### config.mk
export PLATFORM = sky130hd
export DESIGN_NAME = adder_core_flat
export DESIGN_NICKNAME = d
export VERILOG_FILES = /design/src/rtl/adder_core_pkg.sv /design/src/rtl/adder_core_if.sv /design/src/rtl/adder_cla4.sv /design/src/rtl/adder_core.sv /design/src/flat_wrapper.sv
export SDC_FILE = /design/constraint.sdc
export NUM_CORES = 1
export LEC_CHECK = 0
export ABC_CLOCK_PERIOD_IN_PS = 5500
export CAP_MARGIN = 20
export CELL_PAD_IN_SITES_DETAIL_PLACEMENT = 0
export CELL_PAD_IN_SITES_GLOBAL_PLACEMENT = 2
export CORE_ASPECT_RATIO = 0.6
export CORE_MARGIN = 4
export CORE_UTILIZATION = 23
export DETAILED_ROUTE_END_ITERATION = 7
export HOLD_SLACK_MARGIN = 0.05
export PLACE_DENSITY_LB_ADDON = 0.25
export SETUP_SLACK_MARGIN = 0.2
export SLEW_MARGIN = 20
export SYNTH_ARGS = -nofsm -noshare
export SYNTH_HDL_FRONTEND = slang
export SYNTH_SLANG_ARGS = --single-unit
export TNS_END_PERCENT = 10
### constraint.sdc
create_clock -name clk -period 5.5 [get_ports clk]
set_input_delay 1.1 -clock clk [delete_from_list [all_inputs] [get_ports clk]]
set_output_delay 1.1 -clock clk [all_outputs]
set_load 0.05 [all_outputs]
### src/rtl/adder_core_pkg.sv
// Shared constants for the adder_core slice: default datapath width and the
// width of one carry-lookahead block.
package adder_core_pkg;
   localparam int WIDTH_DEFAULT = 32;
   localparam int CLA_BLK       = 4;
endpackage

### src/rtl/adder_core_if.sv
// Operand/result bundle for adder_core. The flag signals exist only when
// ADDER_FLAGS_EN is defined.
interface adder_core_if #(
   parameter int WIDTH = 32
);
   logic [WIDTH-1:0] a;
   logic [WIDTH-1:0] b;
   logic [WIDTH-1:0] sum;
   logic             cout;
   logic [WIDTH-1:0] sum_q;
   logic             cout_q;
`ifdef ADDER_FLAGS_EN
   logic             ovf;
   logic             zero;
   logic             ovf_q;
   logic             zero_q;
`endif

`ifdef ADDER_FLAGS_EN
   modport master (output a, b, input sum, cout, sum_q, cout_q, ovf, zero, ovf_q, zero_q);
   modport slave  (input a, b, output sum, cout, sum_q, cout_q, ovf, zero, ovf_q, zero_q);
`else
   modport master (output a, b, input sum, cout, sum_q, cout_q);
   modport slave  (input a, b, output sum, cout, sum_q, cout_q);
`endif
endinterface

### src/rtl/adder_cla4.sv
// 4-bit carry-lookahead slice: all internal carries come straight from the
// bit generate/propagate terms, and the group G/P are exported for chaining.
module adder_cla4 (
   input  logic [3:0] a,
   input  logic [3:0] b,
   input  logic       cin,
   output logic [3:0] s,
   output logic       grp_g,
   output logic       grp_p,
   output logic       cout
);
   logic [3:0] p;
   logic [3:0] g;
   logic [3:0] c;

   always_comb begin
      p = a ^ b;
      g = a & b;
      c[0] = cin;
      c[1] = g[0] | (p[0] & cin);
      c[2] = g[1] | (p[1] & g[0]) | (p[1] & p[0] & cin);
      c[3] = g[2] | (p[2] & g[1]) | (p[2] & p[1] & g[0]) | (p[2] & p[1] & p[0] & cin);
      grp_g = g[3] | (p[3] & g[2]) | (p[3] & p[2] & g[1]) | (p[3] & p[2] & p[1] & g[0]);
      grp_p = &p;
      cout  = grp_g | (grp_p & cin);
      s     = p ^ c;
   end
endmodule

### src/rtl/adder_core.sv
// WIDTH-bit adder built from chained 4-bit CLA slices, with a registered copy
// of the result. Define ADDER_FLAGS_EN to add signed-overflow and zero flags.
module adder_core
   import adder_core_pkg::*;
#(
   parameter int WIDTH = WIDTH_DEFAULT
) (
   input  logic         clk,
   input  logic         rst_n,
   adder_core_if.slave  bus
);
   localparam int NBLK = WIDTH / CLA_BLK;

   logic [NBLK:0]    carry;
   logic [NBLK-1:0]  g_blk;
   logic [NBLK-1:0]  p_blk;
   logic [WIDTH-1:0] sum;
   logic             cout;
   logic             unused_gp;

   assign carry[0] = 1'b0;

   generate
      for (genvar gi = 0; gi < NBLK; gi++) begin : g_slice
         adder_cla4 u_cla4 (
            .a     (bus.a[gi*CLA_BLK +: CLA_BLK]),
            .b     (bus.b[gi*CLA_BLK +: CLA_BLK]),
            .cin   (carry[gi]),
            .s     (sum[gi*CLA_BLK +: CLA_BLK]),
            .grp_g (g_blk[gi]),
            .grp_p (p_blk[gi]),
            .cout  (carry[gi+1])
         );
      end
   endgenerate

   // Slices ripple on cout; the group terms are kept for a future second lookahead level.
   assign unused_gp = ^{g_blk, p_blk};
   assign cout      = carry[NBLK];

   logic [WIDTH-1:0] sum_d,  sum_q;
   logic             cout_d, cout_q;

   always_comb begin
      sum_d  = sum;
      cout_d = cout;
   end

   always_ff @(posedge clk) begin
      if (!rst_n) begin
         sum_q  <= '0;
         cout_q <= 1'b0;
      end else begin
         sum_q  <= sum_d;
         cout_q <= cout_d;
      end
   end

   assign bus.sum    = sum;
   assign bus.cout   = cout;
   assign bus.sum_q  = sum_q;
   assign bus.cout_q = cout_q;

`ifdef ADDER_FLAGS_EN
   logic ovf, zero;
   logic ovf_d, ovf_q;
   logic zero_d, zero_q;

   always_comb begin
      ovf    = (bus.a[WIDTH-1] == bus.b[WIDTH-1]) && (sum[WIDTH-1] != bus.a[WIDTH-1]);
      zero   = (sum == '0);
      ovf_d  = ovf;
      zero_d = zero;
   end

   always_ff @(posedge clk) begin
      if (!rst_n) begin
         ovf_q  <= 1'b0;
         zero_q <= 1'b0;
      end else begin
         ovf_q  <= ovf_d;
         zero_q <= zero_d;
      end
   end

   assign bus.ovf    = ovf;
   assign bus.zero   = zero;
   assign bus.ovf_q  = ovf_q;
   assign bus.zero_q = zero_q;
`endif
endmodule

### src/flat_wrapper.sv
// flat-port wrapper written by rule: the top's interface ports become plain ports
module adder_core_flat import adder_core_pkg::*;
#(
   parameter int WIDTH = WIDTH_DEFAULT
)
  (clk, rst_n, bus_a, bus_b, bus_sum, bus_cout, bus_sum_q, bus_cout_q);
  adder_core_if #(.WIDTH(WIDTH)) bus_i ();
  input  logic clk;
  input  logic rst_n;
  input wire logic [$bits(bus_i.a)-1:0] bus_a;
  input wire logic [$bits(bus_i.b)-1:0] bus_b;
  output wire logic [$bits(bus_i.sum)-1:0] bus_sum;
  output wire logic [$bits(bus_i.cout)-1:0] bus_cout;
  output wire logic [$bits(bus_i.sum_q)-1:0] bus_sum_q;
  output wire logic [$bits(bus_i.cout_q)-1:0] bus_cout_q;
  assign bus_i.a = bus_a;
  assign bus_i.b = bus_b;
  assign bus_sum = bus_i.sum;
  assign bus_cout = bus_i.cout;
  assign bus_sum_q = bus_i.sum_q;
  assign bus_cout_q = bus_i.cout_q;
  adder_core #(.WIDTH(WIDTH)) u_core (.clk(clk), .rst_n(rst_n), .bus(bus_i));
endmodule
==> run summary, run 1 <==
num rows: 28
Hold Crit Class: input pin to flip-flop
CP max FO: 5
fin nets: 509
number of synthesized flops with an enable pin: 0
combinational share of power: 57.9%
Area Growth Syn to Fin: 68.4%
Max Slew Vio Count: 0
Synth top cells by count: dfxtp_1, ha_1, a21oi_1
Main synth FF type: dfxtp_1
vias per cell: 4.49
DRC: 0
DIE AREA: 12500 um^2
Post-Syn Nets: 374
RSZ-0062 raised after global routing: yes
Fill cells: 1033
total global-route track usage: 13.2%
n_diodes: 0
Peak VDD IR: 163 uV
Yosys reg bits: 33
clock period minus worst slack: 5.14 ns
wire per inst: 15.3 um
Clock Root Buffer: clkbuf_16
Seq/Total Area, Yosys: 26.8%
required time of the critical path: 4.40 ns
Starting Density: 24.2%
number of global-route vias before repair: 2411
Final Core Density: 40.8%
input/output buffers: 131
fmax: 194 MHz
Slew headroom: 62.2%
Mapped Cells: 268
Placer Congestion: 0.731
Vias: 2418
chip height: 88.1 um
post-CTS sizing: 0
crit start category: input pin
largest net degree at the start of global routing: 35
clk sink count: 33
max-cap viol count: 0
DRT Wirelength: 8250 um
setup ws final: 0.355 ns
layout cells sized above 1: 10.4%
die width: 142 um
CTS tree: built
top cell type's share of synthesized area: 26.8%
drt pass-1 iters: 4
Clock Tree Buf Depth: 2
Distinct cells, synth: 51
Syn Std Cell Area: 2460 um^2
Final Hold Fails: 0
Worst Max-Slew Pin Slew: 0.566 ns
Power Density: 320 nW/um^2
Antenna Violating Nets Remaining: 0
fin crit share: 93.5%
clock share of power: 21.1%
status: completed
data arrival time of the worst path: 4.04 ns
Post-DP HPWL: 6880 um
Post-CTS Setup Bufs: 0
Synth Area per Inst: 9.19 um^2
first-pass GRT wire length: 12800 um
cell taking the most area after synthesis: dfxtp_1
TNS Setup: 0 ns
Ys Warns: 0
Crit. End Element: primary output
CTS buffer count: 5
Synth async-reset ratio: 0%
top-count cell post-synth: dfxtp_1
# H-tree levels: 2
DP Worst Slack: 0.338 ns
P_int: 0.000732 W
top cells by area, synth: dfxtp_1, ha_1, fa_1
core area: 10200 um^2
global route overflow: 0
leakage power: 1.73 nW
Ports: 132
initial antenna violation count: 0
starting DRC count in detailed routing: 123
setup violators final: 0
Sequential Power Share: 21.0%
Reg clk slew, reported paths: 0.06 ns
Crit Path Class: input pin to primary output
switching share of power: 44.7%
P_sw: 0.000593 W
CTS hold repair buffers: 0
## layer usage
layer	track usage (%)	wire length (um)	vias to the layer above
li1	-	-	1251
met1	19.2	4360	1080
met2	18.1	3130	81
met3	5.51	712	6
met4	2.35	48	0
met5	0	0	-
## metrics by stage
stage | hold slack (ns) | power, W | std cells | cell area (um^2)
global route | 1.61 | 0.00139 | 539 | 4150
detailed placement | 1.85 | 0.00105 | 531 | 4000
global placement | 1.83 | 0.00105 | 531 | 4000
finish | 1.56 | 0.00133 | 539 | 4150
CTS | 1.56 | 0.00134 | 539 | 4140
floorplan | 1.25 | 0.000761 | 268 | 2460
## layout make-up
type | instances | area (um^2) | area share [%]
well taps | 135 | 169 | 4.07
clock buffers | 5 | 125 | 3.02
flip-flops and latches | 33 | 661 | 15.9
inverters | 9 | 33.8 | 0.814
repair buffers | 133 | 1390 | 33.6
multi-input cells | 221 | 1750 | 42.1
clock inverters | 3 | 17.5 | 0.422
## path summary, 6_finish.rpt
kind	from	end	slack, ns	depth (start not counted)
worst max-delay path	bus_b[7]	bus_sum[21]	0.36	11
worst min-delay path	bus_a[0]	u_core.bus.sum_q[0]	1.56	3
## flip-flops by register name (all words and copies together), names as in the netlist
name and flops:
u_core.bus.cout_q 1, u_core.bus.sum_q 32
## power groups by stage
stage               clock network [W]  logic (W)  registers, W
detailed placement                  0   0.000768      0.000284
CTS                          0.000292   0.000772      0.000279
global route                 0.000302   0.000811      0.000281
finish                       0.000280   0.000767      0.000278
global placement                    0   0.000769      0.000283
floorplan                           0   0.000366      0.000395
## kinds of logic (layout without fill, tap and decap cells)
kind of cell	count (synthesis)	count (layout)	share of synthesized area, %
AOI/OAI and AO/OA	78	78	22.6
xor gates and xnor gates	16	16	5.69
muxes	6	6	2.44
buffers and inverters	14	150	2.49
and+or+nand+nor	81	81	17.2
DFF	33	33	26.8
adders and majority gates	40	40	22.8
## cell usage in the layout, fill, tap and decap left out, types with 3 or more instances in the layout
cell type	n
clkdlybuf4s50_1	108
dfxtp_1	33
ha_1	32
a21oi_1	22
and2_1	21
nand2_1	19
buf_4	15
nor2_1	13
o21ai_0	12
xor2_1	10
buf_12	10
inv_1	9
fa_1	8
nand2b_1	6
mux2i_1	6
a21o_1	5
xnor2_1	5
nor3_1	5
clkbuf_16	5
nand3_1	4
a31oi_1	4
o21a_1	3
a211oi_1	3
o211ai_1	3
## worst max-delay path, cell delays in order
cell and delay [ns]:
clkdlybuf4s50_1 0.41, ha_1 0.37, a21oi_1 0.29, o21a_1 0.21, a2bb2oi_2 0.28, a21oi_1 0.11
nor2_1 0.26, o21bai_1 0.15, fa_1 0.39, xor2_1 0.29, buf_12 0.18
Power figures use the tool's default switching activity.
==> run 2: changes to the inputs <==
- ABC_AREA: default -> 1
- CORE_UTILIZATION: 23 -> 21
- SETUP_SLACK_MARGIN: 0.2 -> default
==> run 2 against run 1 <==
  * Power decreased by 6.0%
  * Routed wire length decreased by 14%
  * Count of clock-buffer cells in the layout increased by 2
  * Largest cell class unchanged
  * Worst setup slack improved by 0.0013 ns
  * Synthesized cell count increased by 11%
  * Highest routed layer unchanged
  * Utilization decreased by 3.7 points
  * Non-clock buffer count decreased by 2
  * Critical path depth increased by 10
  * Clock power increased by 2%
  * Sequential share of layout area increased by 0.77 points
  * Via count decreased by 8.1%
==> run summary, run 2 <==
leakage power: 1.95 nW
max reg flops: 32
TNS Setup: 0 ns
Peak VDD IR: 191 uV
Vias: 2223
max-cap viol count: 0
drt pass-1 iters: 4
num rows: 29
CTS hold repair buffers: 0
Synth Area in Compound Gates: 7.27%
Hold Crit Class: input pin to flip-flop
Post-Synth Adder-Cell Area: 24.1%
Power Density: 315 nW/um^2
dpl cells: 564
Yosys reg bits: 33
Final Hold Fails: 0
clock period minus worst slack: 5.14 ns
Finished Layout Cells: 571
Worst Max-Slew Pin Slew: 1.03 ns
DP Worst Slack: 0.350 ns
Ports: 132
fin nets: 538
layout cells sized above 1: 10.4%
n_diodes: 0
# H-tree levels: 2
core area: 10700 um^2
CTS tree: built
placed instance area: 3810 um^2
Post-Syn Nets: 403
cell taking the most area after synthesis: dfxtp_1
design area: 3960 um^2
Placer Congestion: 0.751
most common cell after layout, fill and taps aside: clkdlybuf4s50_1
Post-CTS Setup Bufs: 0
RSZ-0062 raised after global routing: no
top cell type's share of synthesized area: 28.4%
required time of the critical path: 4.40 ns
first-pass GRT wire length: 11200 um
register area: 661 um^2
Main synth FF type: dfxtp_1
global route overflow: 0
data arrival time of the worst path: 4.04 ns
Synth Area per Inst: 7.82 um^2
Clock Tree Buf Depth: 2
total global-route track usage: 11.2%
DIE AREA: 12900 um^2
Distinct cells, synth: 26
Multi-input gate area: 1470 um^2
most frequent cells in the layout: clkdlybuf4s50_1, nand2_1, inv_1
combinational family with the most area after synthesis: simple AND/OR/NAND/NOR gates
Fill cells: 1127
Synth top cells by count: nand2_1, inv_1, dfxtp_1
endpoint of the worst hold path: u_core.bus.sum_q[0]
Ys Warns: 0
most flop-heavy register: u_core.bus.sum_q
clk sink count: 33
Reg clk slew, reported paths: 0.05 ns
input/output buffers: 131
Slew headroom: 31.6%
Max Slew Vio Count: 0
Synth async-reset ratio: 0%
status: completed
top-count cell post-synth: nand2_1
CP max FO: 4
Seq/Total Area, Yosys: 28.4%
Crit Path Class: input pin to primary output
largest net degree at the start of global routing: 25
chip height: 89.5 um
Antenna Violating Nets Remaining: 0
DRT Wirelength: 7130 um
Post-DP HPWL: 5870 um
setup violators final: 0
Crit. End Element: primary output
CTS buffer count: 5
number of synthesized flops with an enable pin: 0
number of global-route vias before repair: 2232
Syn Std Cell Area: 2320 um^2
crit start category: input pin
Hold Startpoint: bus_a[0]
wire per inst: 12.5 um
XOR/XNOR Fraction of Synth Area: 3.39%
hold depth: 4
Clock Root Buffer: clkbuf_16
setup ws final: 0.357 ns
post-CTS sizing: 0
top cells by area, synth: dfxtp_1, ha_1, nand2_1
vias per cell: 3.89
DRC: 0
Largest regs: u_core.bus.sum_q: 32 flops, u_core.bus.cout_q: 1 flops
fin crit share: 93.5%
Simple-Gate Fraction of Synth Area: 28.7%
Design Power: 0.00125 W
Area Growth Syn to Fin: 70.4%
fmax: 194 MHz
mux cell area share after synthesis: 0%
Mapped Cells: 297
die width: 144 um
starting DRC count in detailed routing: 43
initial antenna violation count: 0
Starting Density: 21.8%
## run 2: cell types whose count changed in the layout (fill, tap and decap cells not counted), sizes merged, moves of 5 or more
cell / delta
and2: -18
buf: -12
clkdlybuf4s50: +10
inv: +38
mux2i: -6
nand2: +54
nand2b: -6
nand3: +13
nor2: +18
nor3: -5
o21ai: -11
or2: +8
## run 2: how the worst max path moves through the flow
stage / from / end / slack (ns) / cells past startpoint
finish: bus_a[3] / bus_sum[27] / 0.36 / 21
global route: bus_b[3] / bus_sum[27] / 0.17 / 21
CTS: bus_b[3] / bus_sum[27] / 0.33 / 21
detailed placement: bus_b[3] / bus_sum[27] / 0.35 / 21
global placement: bus_b[3] / bus_sum[27] / 0.39 / 21
floorplan: bus_b[3] / bus_sum[29] / 0.90 / 19
## run 2: power by group
group / internal (W) / switching [W]
clock network: 0.000178 / 0.000107
logic: 0.000247 / 0.000438
registers: 0.000269 / 0.00000737
total: 0.000694 / 0.000552
## run 2: worst max-delay path, cell delays in order
cell	delay, ns
clkdlybuf4s50_1	0.42
ha_1	0.33
or2_0	0.24
nand2_1	0.08
nand2_2	0.08
nand2_2	0.08
nand2_4	0.07
nand2_4	0.07
nand2_4	0.06
nand2_4	0.06
nand2_4	0.06
nand2_4	0.06
nand2_4	0.06
nand2_4	0.07
nand2_4	0.07
nand4_1	0.10
nand2_1	0.06
nand2_1	0.05
nand2_1	0.06
inv_1	0.05
clkdlybuf4s50_1	0.79
## run 2: cell type report
type / count / share of cell area [%]
clock buffers: 7 / 3.61
inverters: 47 / 4.46
multi-input cells: 214 / 37.3
flip-flops and latches: 33 / 16.7
well taps: 139 / 4.40
repair buffers: 131 / 33.6
## run 2: per-layer routing
metal	global-route usage [%]	part of all wire [%]	vias to the layer above
met5	0	0	-
met4	2.05	0.31	0
met3	5.08	11	2
met2	16.2	39	82
met1	15.5	50	934
li1	-	-	1205
## run 2: kinds of logic (layout without fill, tap and decap cells)
family / count (synthesis) / after routing
xor gates and xnor gates: 9 / 9
DFF: 33 / 33
and+or+nand+nor: 136 / 136
AOI/OAI and AO/OA: 29 / 29
adders and majority gates: 40 / 40
buffers and inverters: 50 / 185
## run 2: through the flow
stage	hold slack (ns)	util, %
2_1_floorplan	1.42	-
3_3_place_gp	1.82	35.7
3_5_place_dp	1.82	35.7
4_1_cts	1.53	37.1
5_1_grt	1.56	37.1
6_report	1.53	37.1
==> run 3: changes to the inputs <==
==> constraint.sdc (replaced) <==
create_clock -name clk -period 5.5 [get_ports clk]
set_input_delay 1.375 -clock clk [delete_from_list [all_inputs] [get_ports clk]]
set_output_delay 1.375 -clock clk [all_outputs]
set_load 0.05 [all_outputs]
==> run 3 against run 2 <==
  * Fmax decreased by 3.8%
  * Power increased by 8.3%
  * Sequential share of layout area decreased by 1.5 points
  * Routed wire length increased by 5.5%
  * Clock power about the same
  * Critical endpoint is now bus_sum[29]
  * Largest cell class is now non-clock buffers
  * Highest routed layer unchanged
==> run summary, run 3 (synthesized netlist as in run 2, its figures left out) <==
status: completed
clk sink count: 33
chip height: 89.5 um
M3 GR Usage: 5.61%
most frequent cells in the layout: clkdlybuf4s50_1, nand2_1, inv_1
first-pass GRT wire length: 11800 um
num rows: 29
total global-route track usage: 11.8%
Peak VDD IR: 185 uV
setup violators final: 0
Max Slew Vio Count: 0
Worst Max-Slew Pin Slew: 0.968 ns
Final Core Density: 40.6%
Starting Density: 21.8%
switching share of power: 42.9%
Sequential Power Share: 20.5%
placed instance area: 4120 um^2
Ports: 132
P_int: 0.000771 W
Hold Crit Class: input pin to flip-flop
Reg clk slew, reported paths: 0.06 ns
Placer Congestion: 0.754
CTS tree: built
Power Density: 311 nW/um^2
design area: 4340 um^2
most used cell, CP: nand2_4
input/output buffers: 131
Clock Root Buffer: clkbuf_16
starting DRC count in detailed routing: 43
clock period minus worst slack: 5.34 ns
CP max stage delay: 0.41 ns
Post-DP HPWL: 6240 um
number of global-route vias before repair: 2391
dpl cells: 580
grt met1 use: 15.9%
drt pass-1 iters: 4
P_sw: 0.000579 W
DRC: 0
Design Power: 0.00135 W
combinational share of power: 58.1%
max-cap viol count: 0
fin nets: 556
Antenna Violating Nets Remaining: 0
initial antenna violation count: 0
Slew headroom: 35.4%
fin crit share: 97.2%
clock share of power: 21.3%
crit-path cells: clkdlybuf4s50_1, ha_1, a21oi_2, nor2_1, nor2_2, nand2_4, nand2_4, nand2_4, nand2_4, nand2_4, nand2_4, nand2_4, nand2_4, nand2_4, nand2_4, nand2_4, fa_2, or2_4, nand2_4, buf_12
Area Growth Syn to Fin: 86.7%
die width: 144 um
Clock Tree Buf Depth: 2
required time of the critical path: 4.12 ns
fmax: 187 MHz
DRT Wirelength: 7520 um
most flop-heavy register: u_core.bus.sum_q
crit start category: input pin
wire per inst: 12.8 um
CTS buffer count: 5
Slowest cell on crit path: clkdlybuf4s50_1
n_diodes: 0
GR Layer Usage met2: 17.3%
max reg flops: 32
Vias: 2332
DIE AREA: 12900 um^2
global route overflow: 0
Largest regs: u_core.bus.sum_q: 32 flops, u_core.bus.cout_q: 1 flops
largest net degree at the start of global routing: 25
global routing's busiest layer: met2
endpoint of the worst hold path: u_core.bus.sum_q[3]
Final Hold Fails: 0
leakage power: 2.17 nW
layout cells sized above 1: 19.3%
Crit. End Element: primary output
most common cell after layout, fill and taps aside: clkdlybuf4s50_1
vias per cell: 3.96
# H-tree levels: 2
CP max FO: 4
hold depth: 5
Crit Path Class: input pin to primary output
CTS hold repair buffers: 0
Hold Startpoint: bus_a[3]
core area: 10700 um^2
Finished Layout Cells: 589
data arrival time of the worst path: 3.97 ns
run 3: changes by cell type in the layout (fill, tap and decap cells not counted), sizes merged:
cell and delta:
clkdlybuf4s50 -19, dlymetal6s2s +3, buf +34
run 3: routing by layer:
metal	vias to the layer above	share of wire (%)
met4	0	0.48
met5	-	0
li1	1234	-
met3	4	11
met1	1011	50
met2	83	39
run 3: timing repair:
| action | in CTS | in global routing |
|---|---|---|
| pin swaps | 1 | 11 |
| setup endpoints to repair | 2 | 3 |
| setup buffers | 0 | 2 |
| gates resized for setup | 4 | 10 |
run 3: per-stage QoR:
step	setup TNS (ns)	worst slack (ns)	hold WS, ns
floorplan	0	0.345	1.70
detailed placement	-0.0959	-0.0589	2.10
global route	-0.0140	-0.0140	1.74
global placement	-0.0714	-0.0447	2.09
CTS	-0.0102	-0.0102	1.81
finish	0	0.155	1.67
run 3: final cells by class:
class	instances	area [um^2]
fill	1111	6330
multi-input combinational	214	1530
sequential	33	661
tap	139	174
clock buffer	7	143
timing repair buffer	149	1660
inverter	47	176
run 3: power by group through the flow:
| stage | sequential (W) | clock [W] | combinational [W] |
|---|---|---|---|
| global route | 0.000280 | 0.000311 | 0.000836 |
| global placement | 0.000282 | 0 | 0.000781 |
| detailed placement | 0.000282 | 0 | 0.000781 |
| finish | 0.000277 | 0.000288 | 0.000785 |
| floorplan | 0.000389 | 0 | 0.000340 |
| CTS | 0.000277 | 0.000301 | 0.000786 |
run 3: worst max-delay path, delay by kind of cell:
| kind | cells | cell delay [ns] |
|---|---|---|
| buffers and inverters | 2 | 0.54 |
| AO/OA/AOI/OAI | 1 | 0.16 |
| AND/OR/NAND/NOR | 15 | 1.18 |
| adder cells (fa/ha/maj) | 2 | 0.69 |
run 3: how the worst max path moves through the flow:
stage | startpoint | end | depth (start not counted)
2_1_floorplan | bus_b[3] | bus_sum[29] | 19
3_3_place_gp | bus_b[3] | bus_sum[29] | 21
3_5_place_dp | bus_b[3] | bus_sum[29] | 21
4_1_cts | bus_a[3] | bus_sum[29] | 21
5_1_grt | bus_b[2] | bus_sum[29] | 22
6_report | bus_b[5] | bus_sum[29] | 20
